===== src/rtl/MD_pkg.sv =====
// Shared molecular-dynamics widths, neighbour-code encodings and the
// packed global cell ID record used by the cell-ID conversion pipeline.
package MD_pkg;

  localparam int CELL_ID_WIDTH        = 2;
  localparam int GLOBAL_CELL_ID_WIDTH = 2;
  localparam int CELL_FOLD_ID_WIDTH   = 2;
  localparam int NUM_CELL_FOLDS       = 2;

  localparam logic [CELL_ID_WIDTH-1:0] CID_MINUS = 2'b01;
  localparam logic [CELL_ID_WIDTH-1:0] CID_HOME  = 2'b10;
  localparam logic [CELL_ID_WIDTH-1:0] CID_PLUS  = 2'b11;

  typedef struct packed {
    logic [GLOBAL_CELL_ID_WIDTH-1:0] z;
    logic [GLOBAL_CELL_ID_WIDTH-1:0] y;
    logic [GLOBAL_CELL_ID_WIDTH-1:0] x;
  } gcid_3d_t;

endpackage


===== src/rtl/cid_wrap_axis.sv =====
// Single-axis neighbour resolver: turns a 2-bit neighbour code plus the home
// coordinate into an absolute coordinate with periodic wrap-around. Code 00
// is not a legal neighbour and yields coordinate 0 with err raised.
module cid_wrap_axis
  import MD_pkg::*;
#(
  parameter int GDIM  = 4,
  parameter int WIDTH = GLOBAL_CELL_ID_WIDTH
) (
  input  logic [CELL_ID_WIDTH-1:0] code,
  input  logic [WIDTH-1:0]         base,
  output logic [WIDTH-1:0]         coord,
  output logic                     err
);

  localparam logic [WIDTH-1:0] LAST     = WIDTH'(GDIM - 1);
  localparam logic [WIDTH:0]   GDIM_EXT = (WIDTH + 1)'(GDIM);

  logic [WIDTH:0] base_ext;
  logic [WIDTH:0] inc;

  // Resolve the code; the +/-1 is done one bit wider so the wrap compare sees the carry
  always_comb begin
    base_ext = {1'b0, base};
    inc      = base_ext + 1'b1;
    coord    = '0;
    err      = 1'b0;
    case (code)
      CID_MINUS: coord = (base_ext == '0) ? LAST : WIDTH'(base_ext - 1'b1);
      CID_HOME:  coord = base;
      CID_PLUS:  coord = (inc == GDIM_EXT) ? '0 : WIDTH'(inc);
      default:   err   = 1'b1;
    endcase
  end

endmodule


===== src/rtl/cid_to_gcid_3d_pipe.sv =====
// Two-stage streaming converter from home-relative 3D cell IDs to absolute
// global cell IDs with a flattened index. Stage 1 captures the codes and the
// fold-selected home base; stage 2 captures the wrapped coordinates.
// Optional build macro CID_TO_GCID_ERR_CNT_EN adds a saturating 16-bit count
// of erroneous records delivered downstream (o_err_cnt).
module cid_to_gcid_3d_pipe
  import MD_pkg::*;
#(
  parameter int NUM_FOLDS  = NUM_CELL_FOLDS,
  parameter int GDIM_X     = 4,
  parameter int GDIM_Y     = 4,
  parameter int GDIM_Z     = 4,
  parameter logic [GLOBAL_CELL_ID_WIDTH-1:0] GCELL_X [NUM_FOLDS] = '{default: '0},
  parameter logic [GLOBAL_CELL_ID_WIDTH-1:0] GCELL_Y [NUM_FOLDS] = '{default: '0},
  parameter logic [GLOBAL_CELL_ID_WIDTH-1:0] GCELL_Z [NUM_FOLDS] = '{default: '0},
  parameter int FLAT_WIDTH = $clog2(GDIM_X * GDIM_Y * GDIM_Z)
) (
  input  logic                            clk,
  input  logic                            rst,
  input  logic                            i_valid,
  output logic                            o_ready,
  input  logic [3*CELL_ID_WIDTH-1:0]      i_cid,
  input  logic [CELL_FOLD_ID_WIDTH-1:0]   i_fold_id,
  output logic                            o_valid,
  input  logic                            i_ready,
  output logic [3*GLOBAL_CELL_ID_WIDTH-1:0] o_gcid,
  output logic [FLAT_WIDTH-1:0]           o_gcid_flat,
`ifdef CID_TO_GCID_ERR_CNT_EN
  output logic [15:0]                     o_err_cnt,
`endif
  output logic                            o_err
);

  localparam int CW = CELL_ID_WIDTH;

  gcid_3d_t                sel_base;
  logic                    fold_err;
  logic                    s1_valid;
  logic [3*CW-1:0]         s1_cid;
  gcid_3d_t                s1_base;
  logic                    s1_fold_err;
  gcid_3d_t                wrap;
  logic                    err_x, err_y, err_z;
  logic [FLAT_WIDTH-1:0]   wrap_flat;
  logic                    s2_valid;
  gcid_3d_t                s2_gcid;
  logic [FLAT_WIDTH-1:0]   s2_flat;
  logic                    s2_err;
  logic                    s1_advance;
  logic                    s2_advance;

  // Pick the home base for the requested fold; out-of-range folds fall back to origin
  always_comb begin
    sel_base = '0;
    fold_err = (int'(i_fold_id) >= NUM_FOLDS);
    for (int f = 0; f < NUM_FOLDS; f++) begin
      if (int'(i_fold_id) == f) begin
        sel_base.x = GCELL_X[f];
        sel_base.y = GCELL_Y[f];
        sel_base.z = GCELL_Z[f];
      end
    end
  end

  // Stage handshake: each stage moves when it is empty or its successor moves
  always_comb begin
    s2_advance = ~s2_valid | i_ready;
    s1_advance = ~s1_valid | s2_advance;
    o_ready    = s1_advance;
  end

  // Stage 1 register: raw codes, selected base and fold-range error
  always_ff @(posedge clk or posedge rst) begin
    if (rst) begin
      s1_valid    <= 1'b0;
      s1_cid      <= '0;
      s1_base     <= '0;
      s1_fold_err <= 1'b0;
    end else if (s1_advance) begin
      s1_valid <= i_valid;
      if (i_valid) begin
        s1_cid      <= i_cid;
        s1_base     <= sel_base;
        s1_fold_err <= fold_err;
      end
    end
  end

  cid_wrap_axis #(.GDIM(GDIM_X), .WIDTH(GLOBAL_CELL_ID_WIDTH)) u_wrap_x (
    .code (s1_cid[CW-1:0]),
    .base (s1_base.x),
    .coord(wrap.x),
    .err  (err_x)
  );

  cid_wrap_axis #(.GDIM(GDIM_Y), .WIDTH(GLOBAL_CELL_ID_WIDTH)) u_wrap_y (
    .code (s1_cid[2*CW-1:CW]),
    .base (s1_base.y),
    .coord(wrap.y),
    .err  (err_y)
  );

  cid_wrap_axis #(.GDIM(GDIM_Z), .WIDTH(GLOBAL_CELL_ID_WIDTH)) u_wrap_z (
    .code (s1_cid[3*CW-1:2*CW]),
    .base (s1_base.z),
    .coord(wrap.z),
    .err  (err_z)
  );

  // Flattened index x + GDIM_X*(y + GDIM_Y*z) using constant multipliers only
  always_comb begin
    wrap_flat = FLAT_WIDTH'(wrap.x)
              + FLAT_WIDTH'(GDIM_X) * (FLAT_WIDTH'(wrap.y)
              + FLAT_WIDTH'(GDIM_Y) * FLAT_WIDTH'(wrap.z));
  end

  // Stage 2 register: wrapped coordinates, flat index and combined error
  always_ff @(posedge clk or posedge rst) begin
    if (rst) begin
      s2_valid <= 1'b0;
      s2_gcid  <= '0;
      s2_flat  <= '0;
      s2_err   <= 1'b0;
    end else if (s2_advance) begin
      s2_valid <= s1_valid;
      if (s1_valid) begin
        s2_gcid <= wrap;
        s2_flat <= wrap_flat;
        s2_err  <= s1_fold_err | err_x | err_y | err_z;
      end
    end
  end

  assign o_valid     = s2_valid;
  assign o_gcid      = s2_gcid;
  assign o_gcid_flat = s2_flat;
  assign o_err       = s2_err;

`ifdef CID_TO_GCID_ERR_CNT_EN
  // Count erroneous records as they are handed downstream, holding at all-ones
  always_ff @(posedge clk or posedge rst) begin
    if (rst) begin
      o_err_cnt <= '0;
    end else if (s2_valid && i_ready && s2_err && (o_err_cnt != 16'hFFFF)) begin
      o_err_cnt <= o_err_cnt + 16'd1;
    end
  end
`endif

endmodule


===== config.mk =====
export PLATFORM = sky130hd
export DESIGN_NAME = cid_to_gcid_3d_pipe
export DESIGN_NICKNAME = d
export VERILOG_FILES = /design/src/rtl/MD_pkg.sv /design/src/rtl/cid_wrap_axis.sv /design/src/rtl/cid_to_gcid_3d_pipe.sv
export SDC_FILE = /design/constraint.sdc
export NUM_CORES = 1
export LEC_CHECK = 0
export ABC_AREA = 1
export BUFFER_PORTS_ARGS = -buffer_cell sky130_fd_sc_hd__buf_2
export CAP_MARGIN = 25
export CORE_UTILIZATION = 49
export CTS_CLUSTER_DIAMETER = 150
export DETAILED_ROUTE_END_ITERATION = 10
export PLACE_DENSITY = 0.8
export SKIP_CTS_REPAIR_TIMING = 1
export SLEW_MARGIN = 20
export SYNTH_ARGS = -nofsm -noshare
export SYNTH_HDL_FRONTEND = slang
export SYNTH_SLANG_ARGS = --single-unit

===== constraint.sdc =====
create_clock -name clk -period 2.2 [get_ports clk]
set_input_delay 0.33 -clock clk [delete_from_list [all_inputs] [get_ports clk]]
set_output_delay 0.33 -clock clk [all_outputs]
set_load 0.005 [all_outputs]

==> results.toml <==
[die]
die_width_um = 40.3
io_pins = 27
dieArea_um2 = 1620
start_util = 0.538
num_rows = 13
coreArea_um2 = 1330
die_h_um = 40.3

[grt]
track_usage = 0.179
grt_pass1_wl_mm = 1.82
grt_pass1_vias = 464
gr-total-overflow = 0
grt_start_max_net_pins = 17
antenna_found_initial = 0

[clock_network]
numCtsBuffers = 3
cts_root_buffer = "clkbuf_4"
clock_latency_ps = 280
cts.sinks = 16
cts-htree-levels = 1
cts_tree = "built"
cts.clk_slew.worst_paths_ps = 80
clock_path_buffers = 2

[synth]
synth.distinct_cells = 12
synth.most_common_cell = "nand2_1"
synth_top_cell_by_area = "dfrtp_1"
yosys.area.top_type_share = 0.558
synth.area.top_cells = "dfrtp_1 56%, nand2_1 19%, buf_4 6.3%"
syn_area_um2 = 717
seq_area_frac_synth = 0.558
syn-num-nets = 96
async_flop_share = 1.00
synth-edff-count = 0
synthCells = 84
synth_common_cells = "37 x nand2_1, 16 x dfrtp_1, 7 x nand3_1"
synth_area_per_cell_um2 = 8.53
synth_ff_type = "dfrtp_1"
ys_warn_count = 0
synth_seq_cells = 16

[layout]
fin_util = 0.616
drive_gt1_frac = 0.298
syn2layout_area_growth_pct = 14.7
fin_nets = 118
num_antenna_cells = 0

[detailed_routing]
wl_mm = 1.14
avgRoutedWirePerCell_um = 9.61
post-route-drc-count = 0
vias_per_cell = 4.52
first_pass_iters = 3
antenna_left = 0
drtIter0Drc = 11
vias = 538

[timing]
worst_slew_pin_slew_ps = 601
period_minus_slack_ps = 1410
tns_ps = 0
slew_headroom = 0.599
layout_setup_ws_ps = 791
hold_viol = 0
rsz0062_at_grt = "no"
clock.fmax_ghz = 0.710
fin_crit_sh = 0.640
fin_skew_ps = 2.58
final_max_slew_viol_count = 0
setup_viol = 0

[placement]
place_ws_ps = 937
port_buffers = 25
place.gp.congestion = 0.718
hpwl_um = 846

[hold_path]
hold_path_class = "in2async"

[critical_path]
reg2reg_from = "o_valid"
startpoint_type = "flip-flop"
endpoint_kind = "output port"
r2r-end = "o_err"
cp_max_fo = 10
worst-setup-path-type = "reg2out"
crit_required_ps = 1870
reg2reg_slack_ps = 1040
cp.arrival_ps = 1080
reg2regPathDepth = 5

[outcome]
status = "finished clean"

[power]
ir_drop_mv = 0.353
power_density_nw_per_um2 = 900
power_leakage_nw = 0.489

[run]
maxCapViolCount = 0
-- through the flow --
stage                     hold slack (ps)  total power [mW]  std cells  area (µm²)
final                                 104             0.740        119         822
after global routing                  139             0.810        119         822
after CTS                             112             0.750        119         822
after detailed placement              428             0.602        116         800
after global placement                412             0.594        116         800
after floorplan                       244             0.554         84         717
-- cell type report --
type / count / area [µm²]
Timing Repair Buffer: 25 / 125
Sequential cell: 16 / 400
Multi-Input combinational cell: 54 / 233
Inverter: 6 / 22.5
Clock buffer: 3 / 22.5
Tap cell: 15 / 18.8
Fill cell: 124 / 512
-- where the power goes --
part           switching [mW]  internal (mW)  total (mW)
Clock                  0.0837         0.0636       0.147
Sequential             0.0428          0.355       0.398
Combinational           0.103         0.0916       0.194
Total                   0.229          0.511       0.740
-- registers in the layout, summed over array words and instances, names as in the netlist --
| signal | cells |
|---|---|
| s1_cid | 6 |
| o_gcid | 4 |
| o_gcid_flat | 2 |
| o_err | 1 |
| o_valid | 1 |
| s1_fold_err | 1 |
| s1_valid | 1 |
-- worst max-delay path by stage --
stage	startpoint	endpoint	slack, ps	cells after the start
floorplan	o_valid	o_gcid[5]	1290	5
global placement	i_ready	o_err	950	7
detailed placement	i_ready	o_err	940	7
CTS	o_valid	o_ready	780	2
global route	o_valid	o_ready	700	2
finish	o_valid	o_ready	790	2
-- layer usage --
| metal | wire length, µm | up-vias | global-route usage | part of all wire |
|---|---|---|---|---|
| li1 | - | 295 | - | - |
| met1 | 566 | 216 | 0.196 | 0.50 |
| met2 | 477 | 22 | 0.286 | 0.42 |
| met3 | 69 | 5 | 0.0667 | 0.060 |
| met4 | 30 | 0 | 0.125 | 0.026 |
| met5 | 0 | - | 0 | 0 |
-- cell usage in the layout (no fill, tap or decap) --
cell	netlist	layout
o21ai_2	1	1
buf_2	0	25
nand2_4	1	1
nand3_2	1	1
o21ai_1	2	2
clkbuf_4	0	3
nor2_1	5	5
inv_1	6	6
dfrtp_1	16	16
nand3_1	7	7
nand2_1	37	37
-- critical path, stage by stage, from the launching register on --
cell and delay (ps):
dfrtp_1 390, nand3_2 210, buf_2 190
-- logic make-up after synthesis --
| kind of cell | after synthesis | share of synthesized area |
|---|---|---|
| and+or+nand+nor | 51 | 0.298 |
| DFF | 16 | 0.558 |
| buffers and inverters | 14 | 0.117 |
| AOI/OAI and AO/OA | 3 | 0.0262 |
No activity file was read; power rests on OpenSTA's default activity.
